## src/rtl/cond_unit_pkg.sv

```systemverilog
// -----------------------------------------------------------------------------
// cond_unit_pkg
// Shared definitions for the Y86-64 condition-code unit:
//   - bit positions of the flags inside the 4-bit CC word
//   - jXX / cmovXX function codes for the seven defined conditions
//   - encoding of the two-state response FSM
//   - the registered verdict record handed to fetch/writeback
// -----------------------------------------------------------------------------
package cond_unit_pkg;

    // Flag positions inside cc_in / cc_out.
    localparam int ZF = 0;
    localparam int SF = 1;
    localparam int OF = 2;
    localparam int CF = 3;

    // Y86 condition function codes; 7..15 are undefined.
    localparam logic [3:0] IFUN_ALWAYS = 4'd0;
    localparam logic [3:0] IFUN_LE     = 4'd1;
    localparam logic [3:0] IFUN_L      = 4'd2;
    localparam logic [3:0] IFUN_E      = 4'd3;
    localparam logic [3:0] IFUN_NE     = 4'd4;
    localparam logic [3:0] IFUN_GE     = 4'd5;
    localparam logic [3:0] IFUN_G      = 4'd6;

    // Response FSM encoding.
    localparam logic [0:0] ST_EMPTY = 1'b0;
    localparam logic [0:0] ST_FULL  = 1'b1;

    // One resolved verdict. is_jmp is kept so the counters can tell a
    // jXX handshake from a cmovXX one after the request has gone.
    typedef struct packed {
        logic cnd;
        logic mispredict;
        logic illegal;
        logic is_jmp;
    } verdict_t;

endpackage : cond_unit_pkg

```

## src/rtl/cond_unit_eval.sv

```systemverilog
// -----------------------------------------------------------------------------
// cond_eval
// Purely combinational Y86 condition evaluator.
// Ports:
//   cc      in  4  flag word (ZF, SF, OF, CF at the package indices)
//   ifun    in  4  jXX / cmovXX function code
//   cnd     out 1  condition holds
//   illegal out 1  ifun is not one of the seven defined conditions
// -----------------------------------------------------------------------------
module cond_eval
    import cond_unit_pkg::*;
(
    input  logic [3:0] cc,
    input  logic [3:0] ifun,
    output logic       cnd,
    output logic       illegal
);

    logic zf;
    logic lt;           // signed "less than" after a compare: SF != OF
    logic unused_cf;    // CF plays no part in any Y86 condition

    assign zf        = cc[ZF];
    assign lt        = cc[SF] ^ cc[OF];
    assign unused_cf = cc[CF];

    always_comb begin
        // NOTE: every output gets a default before the case so no path
        // leaves it unassigned; otherwise synthesis would infer a latch.
        cnd     = 1'b0;
        illegal = 1'b0;
        case (ifun)
            IFUN_ALWAYS: cnd = 1'b1;
            IFUN_LE:     cnd = lt | zf;
            IFUN_L:      cnd = lt;
            IFUN_E:      cnd = zf;
            IFUN_NE:     cnd = ~zf;
            IFUN_GE:     cnd = ~lt;
            IFUN_G:      cnd = ~lt & ~zf;
            default:     illegal = 1'b1;
        endcase
    end

endmodule : cond_eval

```

## src/rtl/cond_unit.sv

```systemverilog
// -----------------------------------------------------------------------------
// cond_unit
// Condition-code register and branch/cmov condition resolver for the Y86-64
// execute stage. Holds the ALU flags, evaluates jXX/cmovXX conditions against
// the stored flags, and returns a registered verdict over valid/ready, with
// saturating counters of resolved and mispredicted jumps.
// Ports:
//   clk, rst_n          clock, asynchronous active-low reset
//   cc_in, cc_wen       ALU flags and their set_cond strobe
//   exc_pending         later-stage exception; suppresses the CC write
//   flush               squash held response and any request this cycle
//   req_*               request: valid/ready, ifun, jXX vs cmov, prediction
//   rsp_*               registered verdict: valid/ready, cnd, mispredict,
//                       illegal
//   cc_out              current CC register
//   br_cnt, mp_cnt      resolved / mispredicted jXX counts (saturating)
// -----------------------------------------------------------------------------
module cond_unit
    import cond_unit_pkg::*;
#(
    parameter int CNT_WID = 32
) (
    input  logic               clk,
    input  logic               rst_n,
    input  logic [3:0]         cc_in,
    input  logic               cc_wen,
    input  logic               exc_pending,
    input  logic               flush,
    input  logic               req_valid,
    output logic               req_ready,
    input  logic [3:0]         req_ifun,
    input  logic               req_is_jmp,
    input  logic               req_pred_taken,
    output logic               rsp_valid,
    input  logic               rsp_ready,
    output logic               rsp_cnd,
    output logic               rsp_mispredict,
    output logic               rsp_illegal,
    output logic [3:0]         cc_out,
    output logic [CNT_WID-1:0] br_cnt,
    output logic [CNT_WID-1:0] mp_cnt
);

    localparam logic [CNT_WID-1:0] CNT_ONE = CNT_WID'(1);
    localparam logic [CNT_WID-1:0] CNT_MAX = '1;

    logic [3:0]         cc_q;
    logic [0:0]         state_q;
    verdict_t           rsp_q;
    verdict_t           new_verdict;
    logic [CNT_WID-1:0] br_cnt_q;
    logic [CNT_WID-1:0] mp_cnt_q;

    logic eval_cnd;
    logic eval_illegal;
    logic accept;
    logic rsp_fire;

    // Evaluation always sees the CC value registered before this edge, so a
    // same-cycle cc_wen only affects the following request.
    cond_eval u_cond_eval (
        .cc      (cc_q),
        .ifun    (req_ifun),
        .cnd     (eval_cnd),
        .illegal (eval_illegal)
    );

    assign rsp_valid = (state_q == ST_FULL);
    assign req_ready = (!rsp_valid || rsp_ready) && !flush;
    assign accept    = req_valid && req_ready;
    // A response taken in a flush cycle is squashed, so it never counts.
    assign rsp_fire  = rsp_valid && rsp_ready && !flush;

    always_comb begin
        new_verdict.cnd        = eval_cnd;
        new_verdict.illegal    = eval_illegal;
        new_verdict.is_jmp     = req_is_jmp;
        new_verdict.mispredict = req_is_jmp && !eval_illegal &&
                                 (eval_cnd != req_pred_taken);
    end

    // CC register. A write blocked by exc_pending is lost for good.
    always_ff @(posedge clk or negedge rst_n) begin
        // NOTE: sequential state uses non-blocking assignments so every
        // register samples the pre-edge values, independent of block order.
        if (!rst_n) begin
            cc_q <= 4'b0000;
        end else if (cc_wen && !exc_pending) begin
            cc_q <= cc_in;
        end
    end

    // Response FSM: flush wins, then a new accept (which also covers the
    // simultaneous hand-off case), then a plain drain.
    always_ff @(posedge clk or negedge rst_n) begin
        if (!rst_n) begin
            state_q <= ST_EMPTY;
        end else if (flush) begin
            state_q <= ST_EMPTY;
        end else if (accept) begin
            state_q <= ST_FULL;
        end else if (rsp_fire) begin
            state_q <= ST_EMPTY;
        end
    end

    // Verdict register; only reloaded on accept, so it is stable while held.
    always_ff @(posedge clk or negedge rst_n) begin
        if (!rst_n) begin
            rsp_q <= '0;
        end else if (accept) begin
            rsp_q <= new_verdict;
        end
    end

    // Saturating counters on legal jXX handshakes.
    always_ff @(posedge clk or negedge rst_n) begin
        if (!rst_n) begin
            br_cnt_q <= '0;
            mp_cnt_q <= '0;
        end else if (rsp_fire && rsp_q.is_jmp && !rsp_q.illegal) begin
            if (br_cnt_q != CNT_MAX) begin
                br_cnt_q <= br_cnt_q + CNT_ONE;
            end
            if (rsp_q.mispredict && (mp_cnt_q != CNT_MAX)) begin
                mp_cnt_q <= mp_cnt_q + CNT_ONE;
            end
        end
    end

    assign rsp_cnd        = rsp_q.cnd;
    assign rsp_mispredict = rsp_q.mispredict;
    assign rsp_illegal    = rsp_q.illegal;
    assign cc_out         = cc_q;
    assign br_cnt         = br_cnt_q;
    assign mp_cnt         = mp_cnt_q;

endmodule : cond_unit

```

## config.mk

```make
export PLATFORM = sky130hd
export DESIGN_NAME = cond_unit
export DESIGN_NICKNAME = d
export VERILOG_FILES = /design/src/rtl/cond_unit_pkg.sv /design/src/rtl/cond_unit_eval.sv /design/src/rtl/cond_unit.sv
export SDC_FILE = /design/constraint.sdc
export NUM_CORES = 1
export LEC_CHECK = 0
export CAP_MARGIN = 10
export CORE_MARGIN = 2
export CORE_UTILIZATION = 54
export CTS_CLUSTER_SIZE = 8
export DETAILED_ROUTE_END_ITERATION = 7
export PLACE_DENSITY = 0.87
export SLEW_MARGIN = 20
export SYNTH_ARGS = -nofsm -noshare
export SYNTH_HDL_FRONTEND = slang
export SYNTH_HIERARCHICAL = 1
export SYNTH_SLANG_ARGS = --single-unit
```

## constraint.sdc

```tcl
create_clock -name clk -period 4.4 [get_ports clk]
set_input_delay 0.66 -clock clk [delete_from_list [all_inputs] [get_ports clk]]
set_output_delay 0.66 -clock clk [all_outputs]
set_load 0.02 [all_outputs]
```

==> results.txt <==
In this run the critical register-to-register path is captured at mp_cnt[1]. The via count of the routed design is 3,066, and the share of the synthesized area in the top cell type is 0.492. For the post-synthesis sequential area ratio, the log shows 0.492. Setup repair after global routing left no endpoint under its margin. Across the run, the number of max-cap violations was 0. The startpoint identified for the worst register-to-register timing path is mp_cnt[16].

The worst register-to-register path has a depth of 5. The synthesis-stage register bit count was 73; the die boundary height was 87.0 um. The run gives 525 as the count of placed standard cells in the final layout, fillers left out. The worst hold-check path type was input port to async pin. Of all nets on the critical path, the largest fanout is 2. The flow ran to the end, and the final reports show no timing, DRC or antenna violations. The signal on the critical path passes through clkdlybuf4s50_1, nor2b_1, nor2_1, clkdlybuf4s50_1. Summed over all cells, the static leakage comes to 0.00218 uW. For the worst-skew pair, the clock arrives at the later sink with an insertion delay of 0.35 ns. The number of setup buffers added after CTS is 0. In this run, synthesis inferred 0 flip-flops with an integrated enable. The number of buffers inserted during clock tree synthesis was 9; the CTS sink count was 73. The die covers 0.00756 mm^2. After detailed routing, the total wire length is 8810 um. Leading area contributor after synthesis: dfrtp_1. The repair_antennas step left the layout with diodes totalling 0. Routability-driven placement finished with a final weighted congestion of 0.846. The starting utilization of the core area is 0.553, and the count of warnings emitted by yosys is 6. In the final routed layout, each cell accounts on average for 16.8 um. STA puts the critical path data arrival time at 2.02 ns. The run gives 0.736 as the final design utilization.

Detailed placement ended at an HPWL of 6290 um. The tools report the wire length of the first global-routing pass as 14,900 um. Setup violations remaining at the end of the flow were counted as 0. The worst-case register-to-register setup slack was 1.79 ns; the residual antenna-violating net count after detailed routing was 0. The share of flip-flops with an asynchronous set or reset after synthesis was 1.00. The first TritonRoute pass finished after 4 iterations.

The most numerous cell on the critical path was clkdlybuf4s50_1. The most common cell in the synthesized netlist is dfrtp_1. The number of top-level pins is 90, and the total DRC errors in the routed layout is 0.

The area of the core came out at 0.00672 mm^2. The final worst clock skew is 0.0110 ns. Yosys attributes the largest share of cell area to dfrtp_1 (49%), xor2_1 (8.2%), xnor2_1 (6.1%), nand4_1 (4.2%), nand3_1 (4.0%).

The root buffer cell is clkbuf_8. STA classifies the critical path endpoint as an output port. After detailed placement, the design holds a cell count of 509. The share of the clock period used by the worst path was 0.610. The clock input transition at the sequential cells of the worst setup and hold paths works out to 0.08 ns. At the pin with the least slew margin, the transition time is 0.803 ns.

The tools report the maximum level of the CTS H-tree as 3. Area of all placed cells without fillers: 0.00494 mm^2. Entering global routing, the biggest net connects 29 pins. For the data required time of the worst path, the log shows 3.74 ns. In this run, post-CTS hold repair placed 0 buffers. Input and output buffers added on the ports amount to 89.

The run gives 0 as the total grt overflow. The via density per instance came out at 5.84. From synthesis to final layout, the design area changed by 33.0%. The run gives 0.256 mV as the peak supply drop. The longest clock path from root to sink contains 2 buffers.

TritonCTS built the clock tree. On the critical path, the stage with the largest delay is an instance of clkdlybuf4s50_1. The number of failing hold endpoints at the final stage was 0; the power per unit of standard cell area was 312 mW/mm^2.

After routing, the total negative slack on setup checks comes to 0 ns. The smallest clock period supported by the final layout is computed as 2.68 ns. The largest single stage delay on the critical path is 0.62 ns. The die is 87.0 um wide. The fraction of layout cells with a size suffix above 1 works out to 0.0944. After floorplanning, the core was divided into 30 placement rows. The final layout net count was 459; the count of different cell masters after synthesis was 47. The initial antenna violation count was 0. The post-cts repair resize count was 0; the net count after synthesis was 361. The via count of the first global-routing pass came out at 3,101.

Number of standard cells after synthesis: 342. For the area of placed instances, the log shows 0.00470 mm^2. The logs give 0.253 for the total global-route track usage and 0 for the max-slew violation count. The detailed router finished its first iteration with 220 violations. Summing every instance area after synthesis gives 0.00372 mm^2. The synthesized area per cell came out at 10.9 um^2. The commonest cells after synthesis are dfrtp_1 (73), xor2_1 (35), nand3_1 (30).

Predominant post-synthesis flop cell: dfrtp_1. The worst setup path is launched from an input port. The layout has 484 filler cells. Derived from the worst setup path, the maximum achievable clock frequency is 373 MHz. The kind of critical path is input port to output port. The headroom to the max-slew limit is 0.460.
per-stage QoR:
step           setup slack (ns)  power [uW]  hold WS [ns]
2_1_floorplan              2.13         812         0.364
3_3_place_gp               1.68         902         0.471
3_5_place_dp               1.60         910         0.481
6_report                   1.72        1540         0.291
4_1_cts                    1.70        1550         0.300
5_1_grt                    1.59        1600         0.335
layout make-up:
| cell class | instances | area (um^2) | area share |
|---|---|---|---|
| Multi-Input combinational cell | 263 | 1850 | 0.374 |
| Sequential cell | 73 | 1830 | 0.370 |
| Timing Repair Buffer | 91 | 913 | 0.185 |
| Clock buffer | 11 | 141 | 0.0286 |
| Clock inverter | 5 | 103 | 0.0208 |
| Tap cell | 80 | 100 | 0.0203 |
| Inverter | 2 | 7.51 | 0.00152 |
cells in the final DEF, fill, tap and decap left out, types with 3 or more instances in the layout:
cell type,instances
clkbuf_8,10
nor4_1,7
bufinv_16,3
nand2b_1,4
xor2_1,35
mux2_2,7
or4_4,3
clkdlybuf4s50_1,88
and4_1,7
nand3_1,30
nand3b_1,3
nand4_1,25
nand2_1,23
nor3_1,17
dfrtp_1,73
xnor2_1,26
and3_1,14
and2_1,3
nor2_1,25
per-layer routing:
metal	part of all wire	GRT usage	up-vias
met2	0.49	0.400	93
met5	0	0	-
met3	0.045	0.0455	16
li1	-	-	1439
met1	0.44	0.344	1518
met4	0.023	0.109	0
how the worst max path moves through the flow:
stage,from,end,slack [ns],depth (start not counted)
after global routing,mp_cnt[16],mp_cnt[1],1.59,5
after floorplan,br_cnt[0],br_cnt[1],2.13,7
after CTS,rsp_ready,req_ready,1.70,4
after global placement,rsp_ready,mp_cnt[29],1.68,5
after detailed placement,rsp_ready,mp_cnt[12],1.60,6
final,rsp_ready,req_ready,1.72,4
critical path: cells and delay by family:
kind	cells	cell delay (ns)
buffers and inverters	2	1.16
and+or+nand+nor	2	0.20
kinds of logic (layout without fill, tap and decap cells):
logic type | Yosys count | count (layout) | share of synthesized area
DFF | 73 | 73 | 0.492
buffers and inverters | 6 | 109 | 0.0104
adders and majority gates | 2 | 2 | 0.00673
AOI/OAI and AO/OA | 10 | 10 | 0.0246
muxes | 9 | 9 | 0.0283
and+or+nand+nor | 179 | 179 | 0.286
xor gates and xnor gates | 63 | 63 | 0.153
state kept, by name, summed over array words and instances, names as in the netlist:
| register | cells |
|---|---|
| rsp_mispredict | 1 |
| rsp_valid | 1 |
| rsp_q | 1 |
| br_cnt | 32 |
| rsp_illegal | 1 |
| mp_cnt | 32 |
| cc_out | 4 |
| rsp_cnd | 1 |
where the power goes:
group / internal, uW / total (uW) / switching, uW
registers: 695 / 731 / 36.3
logic: 86.1 / 166 / 79.7
clock network: 391 / 645 / 253
Note: power is estimated with default switching activity, not from simulation.
